===== src/rtl/interrupt_controller_pkg.sv =====
// Shared definitions for the interrupt controller: FSM state encoding,
// default configuration constants and an index-width helper.
package interrupt_controller_pkg;

  typedef enum logic [1:0] {
    IRQ_IDLE    = 2'd0,
    IRQ_DRAIN   = 2'd1,
    IRQ_ACK     = 2'd2,
    IRQ_SERVICE = 2'd3
  } irq_state_e;

  localparam int unsigned IRQ_NIRQ_DEFAULT       = 4;
  localparam int unsigned IRQ_IDN_BASE_DEFAULT   = 0;
  // Widest supported source count is 16; the top slices this to NIRQ bits.
  localparam logic [15:0] IRQ_MASK_RESET_DEFAULT = 16'hFFFF;

  // Width of a source index; a single source still needs one bit.
  function automatic int unsigned irq_idx_width(input int unsigned n);
    return (n > 1) ? $clog2(n) : 1;
  endfunction

endpackage


===== src/rtl/interrupt_controller_priority_encoder.sv =====
// Lowest-index-first priority encoder: source 0 wins over every other source.
module irq_priority_encoder
  import interrupt_controller_pkg::*;
#(
  parameter  int unsigned NIRQ = IRQ_NIRQ_DEFAULT,
  localparam int unsigned IDXW = irq_idx_width(NIRQ)
) (
  input  logic [NIRQ-1:0] req,
  output logic [IDXW-1:0] idx,
  output logic            valid
);

  // Scan from the top down so the lowest set index is the last one written.
  always_comb begin
    idx   = '0;
    valid = 1'b0;
    for (int i = NIRQ - 1; i >= 0; i--) begin
      if (req[i]) begin
        idx   = IDXW'(i);
        valid = 1'b1;
      end
    end
  end

endmodule


===== src/rtl/interrupt_controller.sv =====
// Interrupt controller: latches device requests as pending, picks the
// lowest-index enabled source, stalls fetch until the pipeline drains,
// then issues a one-cycle inta with the device number and waits for RETI.
//
// Optional build macro IRQ_EDGE_DETECT_EN: pend bits are set only on a
// 0->1 transition of the request line instead of on every high cycle.
//
// Handshake: there is no valid/ready pair here. inta is a single-cycle
// strobe; idn is only meaningful in the cycle where inta=1 and is held
// otherwise. isReti is honoured only while in service.
module interrupt_controller
  import interrupt_controller_pkg::*;
#(
  parameter int unsigned      DBITS      = 32,
  parameter int unsigned      NIRQ       = IRQ_NIRQ_DEFAULT,
  parameter int unsigned      IDN_BASE   = IRQ_IDN_BASE_DEFAULT,
  parameter logic [NIRQ-1:0]  MASK_RESET = IRQ_MASK_RESET_DEFAULT[NIRQ-1:0]
) (
  input  logic             clk,
  input  logic             reset,
  input  logic [NIRQ-1:0]  irqIn,
  input  logic             ieIn,
  input  logic             pipeEmpty,
  input  logic             isReti,
  input  logic             maskWrEn,
  input  logic [NIRQ-1:0]  maskIn,
  output logic             stallFetch,
  output logic             inta,
  output logic [DBITS-1:0] idn,
  output logic [NIRQ-1:0]  maskOut,
  output logic [NIRQ-1:0]  pendOut,
  output logic             busy
);

  localparam int unsigned IDXW = irq_idx_width(NIRQ);

  irq_state_e       state_q, state_d;
  logic [NIRQ-1:0]  pend_q, pend_d;
  logic [NIRQ-1:0]  mask_q, mask_d;
  logic             stall_q, stall_d;
  logic             inta_q, inta_d;
  logic             busy_q, busy_d;
  logic [DBITS-1:0] idn_q, idn_d;
  logic [IDXW-1:0]  winner_q, winner_d;

  logic [NIRQ-1:0]  elig;
  logic [NIRQ-1:0]  req_set;
  logic [NIRQ-1:0]  ack_clr;
  logic [IDXW-1:0]  win_idx;
  logic             win_valid;

`ifdef IRQ_EDGE_DETECT_EN
  logic [NIRQ-1:0]  prev_q, prev_d;

  // Only a rising edge of a request line raises its pending bit.
  always_comb begin
    prev_d  = irqIn;
    req_set = irqIn & ~prev_q;
  end

  // Previous request sample used for edge detection.
  always_ff @(posedge clk) begin
    if (reset) prev_q <= '0;
    else       prev_q <= prev_d;
  end
`else
  // Level capture: a high request line re-pends every cycle.
  always_comb begin
    req_set = irqIn;
  end
`endif

  assign elig = pend_q & mask_q;

  irq_priority_encoder #(
    .NIRQ (NIRQ)
  ) u_prio (
    .req   (elig),
    .idx   (win_idx),
    .valid (win_valid)
  );

  // Acknowledged source is cleared at the end of ACK; a same-cycle set wins.
  always_comb begin
    ack_clr = '0;
    if (state_q == IRQ_ACK) ack_clr[winner_q] = 1'b1;
    pend_d = (pend_q & ~ack_clr) | req_set;
    mask_d = maskWrEn ? maskIn : mask_q;
  end

  // Next-state logic; the winner is re-evaluated every DRAIN cycle and
  // frozen only when moving into ACK. Outputs are derived from next state
  // so they come straight out of flops.
  always_comb begin
    state_d  = state_q;
    winner_d = winner_q;
    idn_d    = idn_q;
    case (state_q)
      IRQ_IDLE: begin
        if (ieIn && win_valid) state_d = IRQ_DRAIN;
      end
      IRQ_DRAIN: begin
        if (!ieIn || !win_valid) begin
          state_d = IRQ_IDLE;
        end else if (pipeEmpty) begin
          state_d  = IRQ_ACK;
          winner_d = win_idx;
          idn_d    = DBITS'(IDN_BASE) + DBITS'(win_idx);
        end
      end
      IRQ_ACK: begin
        state_d = IRQ_SERVICE;
      end
      IRQ_SERVICE: begin
        if (isReti) state_d = IRQ_IDLE;
      end
      default: begin
        state_d = IRQ_IDLE;
      end
    endcase
    stall_d = (state_d == IRQ_DRAIN) || (state_d == IRQ_ACK);
    inta_d  = (state_d == IRQ_ACK);
    busy_d  = (state_d != IRQ_IDLE);
  end

  // All controller state, including registered outputs.
  always_ff @(posedge clk) begin
    if (reset) begin
      state_q  <= IRQ_IDLE;
      pend_q   <= '0;
      mask_q   <= MASK_RESET;
      stall_q  <= 1'b0;
      inta_q   <= 1'b0;
      busy_q   <= 1'b0;
      idn_q    <= '0;
      winner_q <= '0;
    end else begin
      state_q  <= state_d;
      pend_q   <= pend_d;
      mask_q   <= mask_d;
      stall_q  <= stall_d;
      inta_q   <= inta_d;
      busy_q   <= busy_d;
      idn_q    <= idn_d;
      winner_q <= winner_d;
    end
  end

  assign stallFetch = stall_q;
  assign inta       = inta_q;
  assign idn        = idn_q;
  assign maskOut    = mask_q;
  assign pendOut    = pend_q;
  assign busy       = busy_q;

endmodule


===== config.mk =====
export PLATFORM = sky130hd
export DESIGN_NAME = interrupt_controller
export DESIGN_NICKNAME = d
export VERILOG_FILES = /design/src/rtl/interrupt_controller_pkg.sv /design/src/rtl/interrupt_controller_priority_encoder.sv /design/src/rtl/interrupt_controller.sv
export SDC_FILE = /design/constraint.sdc
export NUM_CORES = 1
export LEC_CHECK = 0
export CAP_MARGIN = 20
export CORE_UTILIZATION = 33
export CTS_BUF_LIST = sky130_fd_sc_hd__clkbuf_8
export DETAILED_ROUTE_END_ITERATION = 7
export PLACE_DENSITY = 0.78
export SYNTH_ARGS = -nofsm -noshare
export SYNTH_HDL_FRONTEND = slang
export SYNTH_HIERARCHICAL = 1
export SYNTH_SLANG_ARGS = --single-unit
export TNS_END_PERCENT = 10

===== constraint.sdc =====
create_clock -name clk -period 1.2 [get_ports clk]
set_input_delay 0.18 -clock clk [delete_from_list [all_inputs] [get_ports clk]]
set_output_delay 0.18 -clock clk [all_outputs]
set_load 0.005 [all_outputs]

==> metrics.md, run 1 <==
| Metric | Value |
|---|---|
| Routed WL per cell | 10.2 um |
| Leakage | 0.598 nW |
| GRT Total Usage | 13.2% |
| MaxCap Viol Count | 0 |
| Starting Density | 35.3% |
| Multi-input logic area | 469 um^2 |
| Postcts setup bufs | 0 |
| Crit Reg-Reg Startpoint | pendOut[0] |
| Root buffer cell | clkbuf_8 |
| CP endpoint kind | register |
| ANT nets after route | 0 |
| Fin nets | 158 |
| Syn Inst Count | 102 |
| First DRT Iteration DRCs | 16 |
| Sw Ratio | 25.9% |
| Hold wc startpoint | irqIn[0] |
| Worst Path Required | 1390 ps |
| Global-route wire length before repair | 2670 um |
| Hold EP | pendOut[0] |
| I/O Pins | 57 |
| Count of final setup violators | 4 |
| RSZ-0062 raised after global routing | yes |
| Unique cell type count in the Yosys netlist | 28 |
| Clk buf depth | 2 |
| Highest clock rate | 0.764 GHz |
| Die Wd | 53.7 um |
| Largest net degree at the start of global routing | 10 |
| Number of remaining DRC errors | 0 |
| DP Cell Count | 168 |
| EDFF count, synth | 0 |
| H-tree depth | 1 |
| Placement Rows | 18 |
| Routed WL | 1750 um |
| Sequential Power Share | 44.7% |
| Status | complete, but fails checks |
| Layout area overhead | 39.9% |
| Syn. warnings | 6 |
| Die area | 2880 um^2 |
| CP Class | reg -> reg |
| Clock tree sinks | 15 |
| R2R depth | 8 |
| Clock network power share | 33.3% |
| Combinational Power Share | 22.0% |
| Violated checks | setup timing |
| Hpwl dp | 1380 um |
| Worst R2R Setup Slack | -110 ps |
| Cell Count, Final, Fillers Out | 172 |
| Vias/cell | 4.22 |
| Post-route setup slack | -109 ps |
| Worst R2R End | stallFetch |
| Peak VDD IR | 0.000652 V |
| Dominant synthesized flop cell | dfxtp_1 |
| Die H | 53.7 um |
| Core Region | 2500 um^2 |
| Number of CTS-inserted buffers | 3 |
| Count of state elements after synthesis | 15 |
| Hold depth | 3 |
| Initial antenna violation count | 0 |
| Hold WC Path Type | in -> reg |
| Synth async-reset ratio | 0% |
| DR vias | 725 |
| Design Power | 1.23 mW |
| P per Cell Area | 993 nW/um^2 |
| Number of global-route vias before repair | 626 |
| Synthesized area per cell | 8.65 um^2 |
| FF+latch area | 317 um^2 |
| Crit path launch type | register |
| IO Port Bufs | 26 |
| Final Hold Vio Count | 0 |
| Switching power | 0.317 mW |
| Max Slew Vio Count | 0 |
| Tmin final | 1310 ps |
| Worst-Skew Late Latency | 250 ps |
| Setup Skew | 2.93 ps |
| Register area share after synthesis | 34.0% |
| Layout cells sized above 1 | 28.9% |
| Clock-pin slew on the worst setup and hold paths | 60 ps |
| # fillers | 237 |
| Final period util | 109% |
| CP arrival | 1500 ps |
| Antenna Cells | 0 |
| Gr ovfl total | 0 |
| Initial DRT Pass Iterations | 4 |
| Internal power | 0.908 mW |
| CTS tree | yes |
| Hold_buf cts | 0 |
| Critical path peak fanout | 2 |
| Cell area after synthesis | 882 um^2 |
| RePlAce Congestion | 0.770 |
sequential cells by signal (all words and copies together), names as in the netlist:
| register | cells |
|---|---|
| busy | 1 |
| inta | 1 |
| maskOut | 4 |
| pendOut | 4 |
| stallFetch | 1 |
| state_q | 2 |
| winner_q | 2 |
logic make-up (layout without fill, tap and decap cells):
group | Yosys count | after routing | synth area share (%)
AOI/OAI and AO/OA | 11 | 11 | 8.37
buffers and inverters | 37 | 48 | 29.5
other | 1 | 30 | 0.425
DFF | 15 | 15 | 34.0
muxes | 6 | 6 | 6.81
and+or+nand+nor | 31 | 31 | 19.4
adders and majority gates | 1 | 1 | 1.42
through the flow:
step                      hold slack [ps]  instance area [um^2]  worst slack, ps  utilization, %  TNS, ps
after floorplan                       297                  1020            -61.9               -     -104
after global placement                510                  1170             -163            46.9     -637
after detailed placement              523                  1170             -213            46.9     -824
after CTS                             479                  1230             -129            49.1     -321
after global routing                  498                  1230             -204            49.3     -708
final                                 475                  1230             -109            49.3     -322
layout make-up:
cell class,count,area share [%]
clock buffers,3,3.35
clock inverters,1,0.406
repair buffers,40,28.3
flip-flops and latches,15,25.7
inverters,4,1.22
well taps,30,3.04
multi-input cells,79,38.0
what timing repair did:
item                                    CTS  global route
gates resized for setup                  22             1
endpoints found under the setup margin   18             5
pin swaps                                 2             0
placed cells by master, fill, tap and decap left out, drive strengths merged, types with 2 or more instances in the layout:
master / count
clkdlybuf4s50: 13
nor2: 7
clkbuf: 3
nand2: 10
conb: 30
clkinv: 2
and2: 5
dfxtp: 15
buf: 14
dlygate4sd2: 13
mux2i: 6
a21oi: 7
nand4bb: 2
inv: 3
critical path, cell delays in order (launching register included):
cell	delay [ps]
dfxtp_2	320
and2_4	170
nor2_4	110
nand2_2	90
nand2_2	80
a21oi_2	40
o21ai_1	130
ha_1	230
nor2_1	90
cells in the mapped netlist, drive strengths merged, types with 2 or more instances:
master | number | area share, %
a21oi | 7 | 4.8
and2 | 5 | 3.5
buf | 32 | 27
dfxtp | 15 | 34
inv | 3 | 1.3
mux2i | 6 | 6.8
nand2 | 10 | 4.3
nand4bb | 2 | 2.6
nor2 | 7 | 3.3
routing by layer:
layer,GRT usage [%],routed length (um)
met1,13.3,725
met2,24.3,893
met3,2.82,97
met4,7.89,37
met5,0,0
worst max-delay path by stage:
stage,from,endpoint,slack [ps],depth (start not counted)
after floorplan,maskOut[3],stallFetch,-60,8
after global placement,pipeEmpty,stallFetch,-160,5
after global routing,pendOut[0],stallFetch,-200,8
final,pendOut[0],stallFetch,-110,8
after CTS,pendOut[0],stallFetch,-130,8
after detailed placement,pipeEmpty,stallFetch,-210,5
power groups by stage:
stage | Sequential (mW) | Combinational [mW] | Clock (mW)
2_1_floorplan | 0.564 | 0.189 | 0
3_5_place_dp | 0.563 | 0.271 | 0
5_1_grt | 0.550 | 0.299 | 0.446
6_report | 0.548 | 0.269 | 0.408
4_1_cts | 0.548 | 0.265 | 0.422
3_3_place_gp | 0.561 | 0.264 | 0
(Power assumes the default switching activity.)
==> inputs of run 2 (changes only) <==
--- a/config.mk
+++ b/config.mk
@@ -10,6 +10,8 @@
 export CTS_BUF_LIST = sky130_fd_sc_hd__clkbuf_8
 export DETAILED_ROUTE_END_ITERATION = 7
 export PLACE_DENSITY = 0.78
+export RECOVER_POWER = 50
+export SLEW_MARGIN = 20
 export SYNTH_ARGS = -nofsm -noshare
 export SYNTH_HDL_FRONTEND = slang
 export SYNTH_HIERARCHICAL = 1
==> run 2 against run 1 <==
  * The run still ends with setup timing left
  * Die area stayed put
  * Cell count stayed put
  * Count of clock-buffer cells in the layout unchanged
  * Global-route usage is the same
  * Fmax shrank 0.80%
==> metrics.md, run 2 (synthesis results as in run 1) <==
| Metric | Value |
|---|---|
| Max Slew Vio Count | 0 (unchanged) |
| Fin nets | 158 (unchanged) |
| Cell family with most CP delay | simple AND/OR/NAND/NOR gates (unchanged) |
| Hpwl dp | 1380 um (unchanged) |
| Clk buf depth | 2 (unchanged) |
| Combinational Power Share | 21.9% (was 22.0%) |
| Antenna Cells | 0 (unchanged) |
| Number of remaining DRC errors | 0 (unchanged) |
| Setup TNS | -362 ps (was -322 ps) |
| Placed inst area | 1170 um^2 (unchanged) |
| Bufs and invs on worst path | 0 (unchanged) |
| Post-route setup slack | -120 ps (was -109 ps) |
| H-tree depth | 1 (unchanged) |
| Place WS | -213 ps (unchanged) |
| Layout cells sized above 1 | 27.5% (was 28.9%) |
| Sequential Power Share | 44.9% (was 44.7%) |
| Hold depth | 3 (unchanged) |
| Hold_buf cts | 0 (unchanged) |
| Number of CTS-inserted buffers | 3 (unchanged) |
| CP endpoint kind | register (unchanged) |
| Final Hold Vio Count | 0 (unchanged) |
| Placement Rows | 18 (unchanged) |
| MaxCap Viol Count | 0 (unchanged) |
| Global-route wire length before repair | 2670 um (unchanged) |
| Most common cell after layout, fill and taps aside | conb_1 (unchanged) |
| Design Power | 1.22 mW (was 1.23 mW) |
| DP Cell Count | 168 (unchanged) |
| Final instance area | 1230 um^2 (about the same) |
| Most frequent cells in the layout | 30 x conb_1, 13 x dlygate4sd2_1, 12 x clkdlybuf4s50_1, 12 x buf_4, 8 x nand2_1 (was 30 x conb_1, 14 x buf_4, 13 x clkdlybuf4s50_1, 13 x dlygate4sd2_1, 8 x nand2_1) |
| CP Class | reg -> reg (unchanged) |
| Crit Reg-Reg Startpoint | pendOut[0] (unchanged) |
| Routed WL | 1760 um (was 1750 um) |
| Clock-pin slew on the worst setup and hold paths | 60 ps (about the same) |
| Die Wd | 53.7 um (unchanged) |
| P per Cell Area | 995 nW/um^2 (was 993 nW/um^2) |
| ANT nets after route | 0 (unchanged) |
| Die area | 2880 um^2 (unchanged) |
| Setup crit end | stallFetch (unchanged) |
| Initial DRT Pass Iterations | 4 (unchanged) |
| Postcts setup bufs | 0 (unchanged) |
| Peak VDD IR | 0.000653 V (was 0.000652 V) |
| Post-layout util | 49.0% (was 49.3%) |
| First DRT Iteration DRCs | 12 (was 16) |
| Final period util | 110% (was 109%) |
| Critical path's most frequent cell | nand2_2 (unchanged) |
| Internal power | 0.905 mW (was 0.908 mW) |
| Clock network power share | 33.2% (was 33.3%) |
| Starting Density | 35.3% (unchanged) |
| Worst R2R End | stallFetch (unchanged) |
| Setup Skew | 1.54 ps (was 2.93 ps) |
| Core Region | 2500 um^2 (unchanged) |
| Routed WL per cell | 10.2 um (about the same) |
| Root buffer cell | clkbuf_8 (unchanged) |
| Cell Chain, Critical Path | and2_4 > nor2_4 > nand2_2 > nand2_2 > a21oi_2 > o21ai_1 > ha_1 > nor2_1 (unchanged) |
| Critical Path Max Stage Delay | 320 ps (about the same) |
| Vias/cell | 4.25 (was 4.22) |
| Number of global-route vias before repair | 626 (unchanged) |
| Clock tree sinks | 15 (unchanged) |
| Hold WC Path Type | in -> reg (unchanged) |
| Violated checks | setup timing (unchanged) |
| Worst Path Required | 1390 ps (about the same) |
| RSZ-0062 raised after global routing | yes (unchanged) |
| Tmin final | 1320 ps (was 1310 ps) |
| I/O Pins | 57 (unchanged) |
| IO Port Bufs | 26 (unchanged) |
| Initial antenna violation count | 0 (unchanged) |
| Gr ovfl total | 0 (unchanged) |
| Crit path launch type | register (unchanged) |
| Critical path's slowest cell | dfxtp_2 (unchanged) |
| Critical path peak fanout | 2 (unchanged) |
| DR vias | 731 (was 725) |
| Highest clock rate | 0.758 GHz (was 0.764 GHz) |
| RePlAce Congestion | 0.770 (unchanged) |
| CP arrival | 1510 ps (was 1500 ps) |
| Cell Count, Final, Fillers Out | 172 (unchanged) |
| R2R depth | 8 (unchanged) |
| Worst-Skew Late Latency | 250 ps (about the same) |
| CTS tree | yes (unchanged) |
| Number of cells on the critical path | 8 (unchanged) |
| Leakage | 0.590 nW (was 0.598 nW) |
| Count of final setup violators | 4 (unchanged) |
| Layout area overhead | 39.0% (was 39.9%) |
| Die H | 53.7 um (unchanged) |
| Sw Ratio | 25.8% (was 25.9%) |
| CP startpoint | pendOut[0] (unchanged) |
| GRT Total Usage | 13.2% (unchanged) |
| Final worst hold slack | 477 ps (was 475 ps) |
| Worst R2R Setup Slack | -120 ps (was -110 ps) |
| Largest net degree at the start of global routing | 10 (unchanged) |
| Switching power | 0.315 mW (was 0.317 mW) |
| Status | complete, but fails checks (unchanged) |
## run 2: how the worst min path moves through the flow
| stage | from | to | slack (ps) |
|---|---|---|---|
| finish | irqIn[0] | pendOut[0] | 480 |
| global route | irqIn[0] | pendOut[0] | 500 |
| CTS | irqIn[0] | pendOut[0] | 480 |
| detailed placement | winner_q[0] | winner_q[0] | 520 |
| global placement | winner_q[0] | winner_q[0] | 510 |
| floorplan | irqIn[1] | pendOut[1] | 300 |
## run 2: tightest hold or removal path, stage by stage
cell,delay (ps)
clkdlybuf4s50_1,400
inv_1,50
a21oi_1,50
## run 2: layout make-up
class	count	area, um^2
Inverter	4	15.0
Multi-Input combinational cell	79	469
Tap cell	30	37.5
Fill cell	240	1270
Clock buffer	3	41.3
Timing Repair Buffer	40	342
Sequential cell	15	317
Clock inverter	1	5.00
## run 2: power by group through the flow
stage | logic, mW | registers, mW | clock network (mW)
after floorplan | 0.189 | 0.564 | 0
after global placement | 0.264 | 0.561 | 0
after detailed placement | 0.271 | 0.563 | 0
after CTS | 0.265 | 0.548 | 0.422
after global routing | 0.296 | 0.550 | 0.446
final | 0.267 | 0.548 | 0.405
## run 2: repair_timing
item                       CTS  global route
resized for setup           22             1
cloned                       0             0
setup endpoints to repair   18             5
pin swaps                    2             0
## run 2: metal layers
metal  track usage [%]  wire length, um
met5                 0                0
met4              7.89               37
met3              2.82               99
met2              24.3              896
met1              13.3              728
==> inputs of run 3 (changes only) <==
--- a/config.mk
+++ b/config.mk
@@ -8,6 +8,7 @@
 export CAP_MARGIN = 20
 export CORE_UTILIZATION = 33
 export CTS_BUF_LIST = sky130_fd_sc_hd__clkbuf_8
+export CTS_CLUSTER_DIAMETER = 150
 export DETAILED_ROUTE_END_ITERATION = 7
 export PLACE_DENSITY = 0.78
 export RECOVER_POWER = 50
==> results of run 3 <==
Final layout, timing and power as in run 2 (identical DEF).
